## src/rtl/operand_fetch_pkg.sv

```systemverilog
// ============================================================================
//  Module      : operand_fetch_pkg
//  Description : Shared source-mode codes, FSM state codes and small decode
//                helpers for the operand fetch stage.
//  Revision    : 1.0 - initial release
// ============================================================================
`default_nettype none

package operand_fetch_pkg;

    // Source-select field encodings
    localparam logic [2:0] SRC_RR     = 3'b000;
    localparam logic [2:0] SRC_RU4    = 3'b001;
    localparam logic [2:0] SRC_U8L    = 3'b010;
    localparam logic [2:0] SRC_U8H    = 3'b011;
    localparam logic [2:0] SRC_PREFIX = 3'b100;
    localparam logic [2:0] SRC_EXT    = 3'b101;

    // FSM state codes
    localparam logic [1:0] ST_IDLE  = 2'd0;
    localparam logic [1:0] ST_FETCH = 2'd1;
    localparam logic [1:0] ST_HOLD  = 2'd2;

    // Modes whose A operand comes from the fixed accumulator register
    function automatic logic uses_acc(input logic [2:0] src);
        return (src == SRC_U8L) || (src == SRC_U8H) || (src == SRC_EXT);
    endfunction

    // Modes that produce an operand pair for the ALU
    function automatic logic is_issue(input logic [2:0] src);
        return (src[2] == 1'b0) || (src == SRC_EXT);
    endfunction

    // 110 / 111 are reserved encodings
    function automatic logic is_reserved(input logic [2:0] src);
        return src[2] && src[1];
    endfunction

endpackage

`default_nettype wire

```

## src/rtl/operand_fetch_if.sv

```systemverilog
// ============================================================================
//  Module      : operand_fetch_if
//  Description : Decode / register-file / execute bundle around the operand
//                fetch stage. The master is the surrounding pipeline, the
//                slave is the fetch block.
//  Revision    : 1.0 - initial release
// ============================================================================
`default_nettype none

interface operand_fetch_if #(
    parameter int DATA_W = 16,
    parameter int REG_AW = 4
);
    logic              flush;
    logic              in_valid;
    logic              in_ready;
    logic [2:0]        sourcex;
    logic [3:0]        arg_a;
    logic [3:0]        arg_b;
    logic [REG_AW-1:0] addr_a;
    logic [REG_AW-1:0] addr_b;
    logic [DATA_W-1:0] reg_a;
    logic [DATA_W-1:0] reg_b;
    logic              out_valid;
    logic              out_ready;
    logic [DATA_W-1:0] alu_a;
    logic [DATA_W-1:0] alu_b;
    logic [REG_AW-1:0] out_rd;
    logic              err_prefix;
    logic              err_mode;

    modport master (
        output flush, in_valid, sourcex, arg_a, arg_b, reg_a, reg_b, out_ready,
        input  in_ready, addr_a, addr_b, out_valid, alu_a, alu_b, out_rd,
               err_prefix, err_mode
    );

    modport slave (
        input  flush, in_valid, sourcex, arg_a, arg_b, reg_a, reg_b, out_ready,
        output in_ready, addr_a, addr_b, out_valid, alu_a, alu_b, out_rd,
               err_prefix, err_mode
    );
endinterface

`default_nettype wire

```

## src/rtl/operand_fetch_imm_prefix_acc.sv

```systemverilog
// ============================================================================
//  Module      : imm_prefix_acc
//  Description : Prefix immediate accumulator. Shifts instruction bytes into
//                the EXT register, counts consecutive prefixes with
//                saturation and flags prefix overflow.
//  Revision    : 1.0 - initial release
// ============================================================================
`default_nettype none

module imm_prefix_acc #(
    parameter int DATA_W     = 16,
    parameter int PREFIX_MAX = 2
) (
    input  wire logic              clk,
    input  wire logic              rst_n,
    input  wire logic              flush,
    input  wire logic              shift_en,
    input  wire logic              clear,
    input  wire logic [7:0]        byte_in,
    output logic      [DATA_W-9:0] ext,
    output logic                   err_prefix
);
    localparam int EXT_W = DATA_W - 8;
    localparam int CNT_W = (PREFIX_MAX < 1) ? 1 : $clog2(PREFIX_MAX + 1);
    localparam logic [CNT_W-1:0] CNT_MAX = CNT_W'(PREFIX_MAX);

    logic [EXT_W-1:0] ext_q;
    logic [EXT_W-1:0] ext_shift;
    logic [CNT_W-1:0] cnt;
    logic             at_max;
    logic             err_q;

    // The oldest byte falls off the top once EXT is full
    generate
        if (EXT_W > 8) begin : g_shift_wide
            assign ext_shift = {ext_q[EXT_W-9:0], byte_in};
        end else begin : g_shift_byte
            assign ext_shift = byte_in;
        end
    endgenerate

    assign at_max = (cnt == CNT_MAX);

    // EXT register and saturating prefix counter
    always_ff @(posedge clk or negedge rst_n) begin
        if (!rst_n) begin
            ext_q <= '0;
            cnt   <= '0;
        end else if (flush || clear) begin
            ext_q <= '0;
            cnt   <= '0;
        end else if (shift_en) begin
            ext_q <= ext_shift;
            if (!at_max) begin
                cnt <= cnt + CNT_W'(1);
            end
        end
    end

    // One-cycle overflow pulse when a prefix arrives with the counter saturated
    always_ff @(posedge clk or negedge rst_n) begin
        if (!rst_n) begin
            err_q <= 1'b0;
        end else begin
            err_q <= shift_en && !flush && at_max;
        end
    end

    assign ext        = ext_q;
    assign err_prefix = err_q;

endmodule

`default_nettype wire

```

## src/rtl/operand_fetch.sv

```systemverilog
// ============================================================================
//  Module      : operand_fetch
//  Description : Registered ALU operand fetch stage. Decodes the source mode,
//                drives RF read addresses, captures RF data one cycle later,
//                merges immediates and presents operands on valid/ready.
//  Revision    : 1.0 - initial release
// ============================================================================
`default_nettype none

module operand_fetch
    import operand_fetch_pkg::*;
#(
    parameter int DATA_W     = 16,
    parameter int REG_AW     = 4,
    parameter int ACC_REG    = 8,
    parameter int PREFIX_MAX = 2
) (
    input wire logic         clk,
    input wire logic         rst_n,
    operand_fetch_if.slave   bus
);
    logic [1:0]        state;
    logic [1:0]        state_nxt;
    logic              in_ready;
    logic              out_valid;
    logic              accept;
    logic              acc_issue;
    logic              acc_prefix;
    logic              acc_clear;
    logic [7:0]        imm_byte;
    logic [DATA_W-9:0] ext;
    logic [DATA_W-1:0] imm_val;
    logic [REG_AW-1:0] addr_a_sel;
    logic [REG_AW-1:0] addr_b_sel;
    logic              pend_rr;
    logic [DATA_W-1:0] pend_imm;
    logic [REG_AW-1:0] pend_rd;
    logic [DATA_W-1:0] alu_a_q;
    logic [DATA_W-1:0] alu_b_q;
    logic [REG_AW-1:0] out_rd_q;
    logic              err_mode_q;

    assign imm_byte   = {bus.arg_a, bus.arg_b};
    assign accept     = bus.in_valid && in_ready;
    assign acc_issue  = accept && is_issue(bus.sourcex);
    assign acc_prefix = accept && (bus.sourcex == SRC_PREFIX);
    assign acc_clear  = accept && (bus.sourcex != SRC_PREFIX);

    // RF read addresses follow the instruction fields with no register stage
    always_comb begin
        addr_a_sel = uses_acc(bus.sourcex) ? REG_AW'(ACC_REG) : REG_AW'(bus.arg_a);
        addr_b_sel = (bus.sourcex == SRC_RR) ? REG_AW'(bus.arg_b) : '0;
    end

    // Immediate for the B operand, fixed at accept time
    always_comb begin
        imm_val = '0;
        case (bus.sourcex)
            SRC_RU4: imm_val = DATA_W'(bus.arg_b);
            SRC_U8L: imm_val = DATA_W'(imm_byte);
            SRC_U8H: imm_val = {imm_byte, {(DATA_W-8){1'b0}}};
            SRC_EXT: imm_val = {ext, imm_byte};
            default: imm_val = '0;
        endcase
    end

    imm_prefix_acc #(
        .DATA_W     (DATA_W),
        .PREFIX_MAX (PREFIX_MAX)
    ) u_imm_prefix_acc (
        .clk        (clk),
        .rst_n      (rst_n),
        .flush      (bus.flush),
        .shift_en   (acc_prefix),
        .clear      (acc_clear),
        .byte_in    (imm_byte),
        .ext        (ext),
        .err_prefix (bus.err_prefix)
    );

    // FSM state register
    always_ff @(posedge clk or negedge rst_n) begin
        if (!rst_n) begin
            state <= ST_IDLE;
        end else begin
            state <= state_nxt;
        end
    end

    // FSM next-state: flush overrides everything
    always_comb begin
        state_nxt = state;
        case (state)
            ST_IDLE:  if (acc_issue) state_nxt = ST_FETCH;
            ST_FETCH: state_nxt = ST_HOLD;
            ST_HOLD:  if (bus.out_ready) state_nxt = acc_issue ? ST_FETCH : ST_IDLE;
            default:  state_nxt = ST_IDLE;
        endcase
        if (bus.flush) begin
            state_nxt = ST_IDLE;
        end
    end

    // FSM outputs: handshake flags
    always_comb begin
        in_ready  = !bus.flush && ((state == ST_IDLE) ||
                                   ((state == ST_HOLD) && bus.out_ready));
        out_valid = (state == ST_HOLD);
    end

    // Per-op context held from accept until RF data returns
    always_ff @(posedge clk or negedge rst_n) begin
        if (!rst_n) begin
            pend_rr  <= 1'b0;
            pend_imm <= '0;
            pend_rd  <= '0;
        end else if (acc_issue) begin
            pend_rr  <= (bus.sourcex == SRC_RR);
            pend_imm <= imm_val;
            pend_rd  <= addr_a_sel;
        end
    end

    // Operand register: loaded only in FETCH so it is frozen throughout HOLD
    always_ff @(posedge clk or negedge rst_n) begin
        if (!rst_n) begin
            alu_a_q  <= '0;
            alu_b_q  <= '0;
            out_rd_q <= '0;
        end else if ((state == ST_FETCH) && !bus.flush) begin
            alu_a_q  <= bus.reg_a;
            alu_b_q  <= pend_rr ? bus.reg_b : pend_imm;
            out_rd_q <= pend_rd;
        end
    end

    // Reserved-mode pulse, one cycle after the dropped accept
    always_ff @(posedge clk or negedge rst_n) begin
        if (!rst_n) begin
            err_mode_q <= 1'b0;
        end else begin
            err_mode_q <= accept && is_reserved(bus.sourcex);
        end
    end

    assign bus.in_ready  = in_ready;
    assign bus.out_valid = out_valid;
    assign bus.addr_a    = addr_a_sel;
    assign bus.addr_b    = addr_b_sel;
    assign bus.alu_a     = alu_a_q;
    assign bus.alu_b     = alu_b_q;
    assign bus.out_rd    = out_rd_q;
    assign bus.err_mode  = err_mode_q;

endmodule

`default_nettype wire

```

## src/flat_wrapper.sv

```systemverilog
// flat-port wrapper written by rule: the top's interface ports become plain ports
module operand_fetch_flat import operand_fetch_pkg::*;
#(
    parameter int DATA_W     = 16,
    parameter int REG_AW     = 4,
    parameter int ACC_REG    = 8,
    parameter int PREFIX_MAX = 2
)
  (clk, rst_n, bus_flush, bus_in_valid, bus_sourcex, bus_arg_a, bus_arg_b, bus_reg_a, bus_reg_b, bus_out_ready, bus_in_ready, bus_addr_a, bus_addr_b, bus_out_valid, bus_alu_a, bus_alu_b, bus_out_rd, bus_err_prefix, bus_err_mode);
  operand_fetch_if #(.DATA_W(DATA_W), .REG_AW(REG_AW)) bus_i ();
  input wire logic clk;
  input wire logic rst_n;
  input wire logic [$bits(bus_i.flush)-1:0] bus_flush;
  input wire logic [$bits(bus_i.in_valid)-1:0] bus_in_valid;
  input wire logic [$bits(bus_i.sourcex)-1:0] bus_sourcex;
  input wire logic [$bits(bus_i.arg_a)-1:0] bus_arg_a;
  input wire logic [$bits(bus_i.arg_b)-1:0] bus_arg_b;
  input wire logic [$bits(bus_i.reg_a)-1:0] bus_reg_a;
  input wire logic [$bits(bus_i.reg_b)-1:0] bus_reg_b;
  input wire logic [$bits(bus_i.out_ready)-1:0] bus_out_ready;
  output wire logic [$bits(bus_i.in_ready)-1:0] bus_in_ready;
  output wire logic [$bits(bus_i.addr_a)-1:0] bus_addr_a;
  output wire logic [$bits(bus_i.addr_b)-1:0] bus_addr_b;
  output wire logic [$bits(bus_i.out_valid)-1:0] bus_out_valid;
  output wire logic [$bits(bus_i.alu_a)-1:0] bus_alu_a;
  output wire logic [$bits(bus_i.alu_b)-1:0] bus_alu_b;
  output wire logic [$bits(bus_i.out_rd)-1:0] bus_out_rd;
  output wire logic [$bits(bus_i.err_prefix)-1:0] bus_err_prefix;
  output wire logic [$bits(bus_i.err_mode)-1:0] bus_err_mode;
  assign bus_i.flush = bus_flush;
  assign bus_i.in_valid = bus_in_valid;
  assign bus_i.sourcex = bus_sourcex;
  assign bus_i.arg_a = bus_arg_a;
  assign bus_i.arg_b = bus_arg_b;
  assign bus_i.reg_a = bus_reg_a;
  assign bus_i.reg_b = bus_reg_b;
  assign bus_i.out_ready = bus_out_ready;
  assign bus_in_ready = bus_i.in_ready;
  assign bus_addr_a = bus_i.addr_a;
  assign bus_addr_b = bus_i.addr_b;
  assign bus_out_valid = bus_i.out_valid;
  assign bus_alu_a = bus_i.alu_a;
  assign bus_alu_b = bus_i.alu_b;
  assign bus_out_rd = bus_i.out_rd;
  assign bus_err_prefix = bus_i.err_prefix;
  assign bus_err_mode = bus_i.err_mode;
  operand_fetch #(.DATA_W(DATA_W), .REG_AW(REG_AW), .ACC_REG(ACC_REG), .PREFIX_MAX(PREFIX_MAX)) u_core (.clk(clk), .rst_n(rst_n), .bus(bus_i));
endmodule
```

## config.mk

```make
export PLATFORM = sky130hd
export DESIGN_NAME = operand_fetch_flat
export DESIGN_NICKNAME = d
export VERILOG_FILES = /design/src/rtl/operand_fetch_pkg.sv /design/src/rtl/operand_fetch_if.sv /design/src/rtl/operand_fetch_imm_prefix_acc.sv /design/src/rtl/operand_fetch.sv /design/src/flat_wrapper.sv
export SDC_FILE = /design/constraint.sdc
export NUM_CORES = 1
export LEC_CHECK = 0
export BUFFER_PORTS_ARGS = -buffer_cell sky130_fd_sc_hd__buf_2
export CORE_MARGIN = 2
export CORE_UTILIZATION = 51
export DETAILED_ROUTE_END_ITERATION = 7
export PLACE_DENSITY_LB_ADDON = 0.2
export SYNTH_ARGS = -nofsm -noshare
export SYNTH_HDL_FRONTEND = slang
export SYNTH_SLANG_ARGS = --single-unit
```

## constraint.sdc

```tcl
create_clock -name clk -period 2 [get_ports clk]
set_clock_uncertainty 0.1 [all_clocks]
set_input_delay 0.2 -clock clk [delete_from_list [all_inputs] [get_ports clk]]
set_output_delay 0.2 -clock clk [all_outputs]
set_load 0.01 [all_outputs]
```

# Word level (Yosys, flattened, before mapping)
# Index checks and enable logic that the tools add are counted.
[op_classes]
add_sub_neg = 1
n_eq_ne = 12
muxes = 14
bitwise = 1
reduce_logical = 22
[op_table]
columns = ["op", "n"]
rows = [
  ["one-hot mux 16 bit (4 select lines)", 1],
  ["2-to-1 mux 16 bit", 1],
  ["2-to-1 mux 8 bit", 2],
  ["2-to-1 mux 2 bit", 6],
  ["logical AND 1 bit", 11],
  ["2-to-1 mux 4 bit", 2],
  ["== test 3 x 2 -> 1 bit, second input constant", 2],
  ["== test 3 bit, second input constant", 2],
  ["inequality test 3 bit, second input constant", 2],
  ["one-hot mux 2 bit (3 select lines)", 1],
  ["logical OR 1 bit", 5],
  ["== test 2 bit, second input constant", 2],
  ["AND reduction 2 bit", 2],
  ["== test 3 x 1 -> 1 bit, second input constant", 1],
  ["logical NOT 3 bit", 1],
  ["inequality test 3 x 2 -> 1 bit, second input constant", 1],
  ["adder 2 x 1 -> 2 bit, second input constant", 1],
  ["== test 2 x 1 -> 1 bit, second input constant", 1],
  ["logical NOT 2 bit", 1],
  ["inequality test 2 x 1 -> 1 bit, second input constant", 1],
  ["nonzero test 2 bit", 1],
  ["logical NOT 1 bit", 1],
  ["2-to-1 mux 1 bit", 1],
  ["inverter 1 bit", 1],
]
[totals]
ff_bits = 71
input_bits = 48
output_inout_bits = 48
elab_cells = 61

# Longest topological paths before layout
[depth]
word_depth = 10
depth_mapped = 6
ltp_nobuf = 5

# Cells and area by module
# From an unflattened synthesis, not the netlist that was laid out.
[unflattened]
cells_unflattened = 257
area_unflattened_um2 = 3153.0
[by_module_without_submodules]
columns = ["mod", "n_inst", "cells_per_inst", "area_per_inst_um2", "seq_area_each_um2"]
rows = [
  ["operand_fetch", 1, 216, 2668.8, 1501.4],
  ["imm_prefix_acc", 1, 41, 484.2, 275.3],
]

# Least setup slack after synthesis
# Ideal clock, no wire load.
[synth_timing]
kind = "register to register"
start = "register u_core.state[0]"
end = "register u_core.pend_rd[1]"
setup_ps = 125
arrival_ps = 1563
required_time_ps = 1775
slack_ps = 212
stages_incl_launch_ff = 6
path_buffers = 2
period_less_slack_ps = 1788
cell_sequence = "dfrtp_1 or2_1 buf_2 a2111o_1 buf_6 mux2_4"
[synth_between]
elab_chain_len = 6
elab_cells_between_ends = 7
cone_classes = "eq/ne (1); reduce/logical (6)"
[synth_lines]
columns = ["element", "line", "rtl"]
rows = [
  ["from (decl)", "operand_fetch.sv:22", "logic [1:0] state;"],
  ["from (signal assigned)", "operand_fetch.sv:86", "state <= state_nxt;"],
  ["== test 2 bit", "operand_fetch.sv:107", "((state == ST_HOLD) && bus.out_ready));"],
  ["logical AND 1 bit", "operand_fetch.sv:107", ""],
  ["logical OR 1 bit *", "operand_fetch.sv:106", "in_ready = !bus.flush && ((state == ST_IDLE) ||"],
  ["logical AND 1 bit *", "operand_fetch.sv:106", ""],
  ["logical AND 1 bit *", "operand_fetch.sv:44", "assign accept = bus.in_valid && in_ready;"],
  ["logical AND 1 bit *", "operand_fetch.sv:45", "assign acc_issue = accept && is_issue(bus.sourcex);"],
  ["to (signal assigned)", "operand_fetch.sv:120", "pend_rd <= addr_a_sel;"],
  ["to (decl)", "operand_fetch.sv:37", "logic [REG_AW-1:0] pend_rd;"],
]
# Every way passes the cells marked *; elsewhere a longest branch is shown, timed or not.
# A chain may end at the register's enable or synchronous reset.

# Final worst setup path
[layout_timing]
start = "register u_core.state[0]"
end = "register u_core.pend_imm[4]"
[layout_between]
elab_chain_len = 6
elab_cells_between_ends = 7
cone_classes = "eq/ne (1); reduce/logical (6)"
[layout_lines]
columns = ["element", "line", "rtl"]
rows = [
  ["== test 2 bit", "operand_fetch.sv:107", ""],
  ["logical AND 1 bit", "operand_fetch.sv:107", ""],
  ["logical OR 1 bit *", "operand_fetch.sv:106", ""],
  ["logical AND 1 bit *", "operand_fetch.sv:106", ""],
  ["logical AND 1 bit *", "operand_fetch.sv:44", ""],
  ["logical AND 1 bit *", "operand_fetch.sv:45", ""],
  ["to (signal assigned)", "operand_fetch.sv:119", "pend_imm <= imm_val;"],
  ["to (decl)", "operand_fetch.sv:36", "logic [DATA_W-1:0] pend_imm;"],
]
# Marked as above.

==> impl_metrics.yaml <==
outcome:
  status: "completed"
finish:
  final_cell_mix: "buf_2, dfrtp_1, mux2_2"
  n_fill_cell: 460
  layout_commonest_cell: "buf_2"
  syn2layout_area_growth_pct: 28.8
  antennaDiodeCount: 0
  final_layout_size_suffix_gt1_frac: 0.382
  fin_nets: 427
cts:
  htreeDepth: 3
  clkTransAtPathRegs_ns: 0.07
  post_cts_buffers: 0
  clock_latency_ns: 0.33
  cts_tree: "yes"
  cts_made_buffers: 9
  clockBufferDepth: 2
  cts.sinks: 71
  root_buffer: "clkbuf_8"
logic_synthesis:
  synth_flop_cell: "dfrtp_1"
  syn-cell-area_sq_mm: 0.00316
  syn_inst: 266
  yosys_warnings: 0
  syn_nets: 315
  ys_seq_elements: 71
  ys_async_sr_fraction: 1.00
  ys_types: 38
  synth_area_per_cell_sq_um: 11.9
  yosysSeqAreaShare: 0.562
  synth_edf_count: 0
timing:
  min_period_over_period: 0.936
  drv_slew: 0
  hold_violations: 0
  tightest_slew_ns: 0.618
  hold-worst-slack_ns: 0.0107
  finalWorstSetupSlack_ns: 0.128
  fin_tns_setup_ns: 0
  max_clock_freq_mhz: 534
  period_minus_slack_ns: 1.87
  rsz0062_at_grt: "no"
  slew_headroom: 0.587
  setup_viol: 0
global_route:
  grt_antenna_before_repair: 0
  first_global_vias: 2324
  grt_overflow: 0
  grt_start_max_net_pins: 72
  grt.total_usage: 0.227
  grt_pass1_wl_um: 11400
placed_design:
  place.gp.congestion: 0.845
  place_hpwl_um: 5170
  dp_slack_ns: 0.143
  port_buffers: 95
drt:
  avgViaCountPerCell: 5.52
  top_layer: "met4"
  drc_errors: 0
  drtIter0Drc: 114
  dr_wl_met3_um: 463
  wl_per_cell_um: 16.2
  wl_um: 7420
  postRouteAntennaNets: 0
  met1_length_um: 3230
  vias: 2521
  drtPass1Iterations: 4
  wl_met2_um: 3680
die:
  core_sq_mm: 0.00596
  start_util: 0.531
  io_pins: 96
  die_h_um: 82.8
  die_x_um: 82.8
  die_area_sq_mm: 0.00685
  core.rowCount: 28
worst_setup_path:
  crit_chain: "or2_1 > a2111o_1 > buf_4 > a32o_1"
  cp_slowest_cell: "a2111o_1"
  cp_data_arrival_time_ns: 1.99
  crit_buf_inv: 1
  crit_fanout: 15
  start_kind: "flip-flop"
  required_ns: 2.11
  cp_slowest_stage_delay_ns: 0.56
  critPathKind: "flip-flop to flip-flop"
  cp_top_family: "compound AO/OA/AOI/OAI gates"
  setup.worst_path.end_class: "flip-flop"
  r2r_setup_slack_ns: 0.13
pwr:
  combPwrFrac: 0.247
  p_clk_frac: 0.274
  p_int_mw: 2.77
  ir_drop_mv: 0.579
  powerDensity_mw_per_mm2: 956
  switching_share: 0.289
  p_seq_frac: 0.479
  power.leakage_nw: 1.96
  power_switching_mw: 1.13
job:
  cap_violations: 0
hold_path:
  hold_class: "input port to flip-flop"
-- layer usage --
| layer | vias to the layer above | global-route usage |
|---|---|---|
| met2 | 79 | 0.376 |
| li1 | 1214 | - |
| met4 | 0 | 0.0541 |
| met5 | - | 0 |
| met3 | 5 | 0.0620 |
| met1 | 1223 | 0.299 |
-- power by group through the flow --
stage / clock (mW) / sequential, mW / combinational, mW
floorplan: 0 / 1.98 / 0.434
global placement: 0 / 1.88 / 0.929
detailed placement: 0 / 1.90 / 0.954
finish: 1.07 / 1.87 / 0.963
CTS: 1.09 / 1.87 / 0.973
global route: 1.15 / 1.90 / 1.07
-- Yosys cell counts (all sizes together) (5+ instances only) --
master,count,area share
a21oi,20,0.032
a22oi,8,0.019
o2bb2ai,8,0.022
o21ai,6,0.0095
nand2b,5,0.0099
nand2,10,0.012
nor2,18,0.021
dfrtp,71,0.56
buf,8,0.016
inv,5,0.0059
and3,5,0.0099
mux2i,16,0.051
clkbuf,11,0.013
o311ai,8,0.022
mux2,24,0.089
nand4,5,0.0099
-- registers in the layout (all words and copies together), names as in the netlist --
signal	cells
u_core.pend_rr	1
u_core.u_imm_prefix_acc.err_prefix	1
u_core.u_imm_prefix_acc.ext	8
u_core.bus.err_mode	1
u_core.u_imm_prefix_acc.cnt	2
u_core.pend_imm	16
u_core.state	2
u_core.pend_rd	4
u_core.bus.alu_a	16
u_core.bus.out_rd	4
u_core.bus.alu_b	16
-- cell families after synthesis --
kind of cell / Yosys count / synth area share
compound gates: 66 / 0.151
fa+ha+maj: 1 / 0.00396
buf+inv: 24 / 0.0348
flops: 71 / 0.562
mux: 40 / 0.140
simple gates: 64 / 0.109
-- layout make-up --
| type | count | area (sq um) | share of cell area |
|---|---|---|---|
| inverter | 5 | 18.8 | 0.00461 |
| sequential | 71 | 1780 | 0.436 |
| clock inverter | 4 | 47.5 | 0.0117 |
| multi-input combinational | 171 | 1280 | 0.315 |
| tap | 75 | 93.8 | 0.0230 |
| timing repair buffer | 120 | 723 | 0.178 |
| clock buffer | 11 | 131 | 0.0322 |
-- per-stage QoR --
stage                     utilization  instances  total power, mW  cell area [sq um]
after floorplan                     -        266             2.42               3160
after CTS                       0.681        455             3.93               4050
after global placement          0.630        428             2.81               3750
after detailed placement        0.630        428             2.85               3750
final                           0.684        457             3.90               4070
after global routing            0.684        457             4.13               4070
-- worst paths after layout --
path,end,cells after the start,from
max,u_core.pend_imm[4],4,u_core.state[0]
max in group asynchronous,u_core.pend_imm[0],3,rst_n
min reg2reg,u_core.pend_imm[6],1,u_core.pend_imm[6]
min,u_core.bus.alu_a[5],2,bus_reg_a[5]
min in group asynchronous,u_core.bus.alu_a[0],3,rst_n
max reg2reg,u_core.pend_imm[4],4,u_core.state[0]
-- repair_timing --
action,CTS,global route
resized for setup,0,0
hold buffers,12,2
hold endpoints to repair,82,2
No activity file was read; power rests on OpenSTA's default activity.
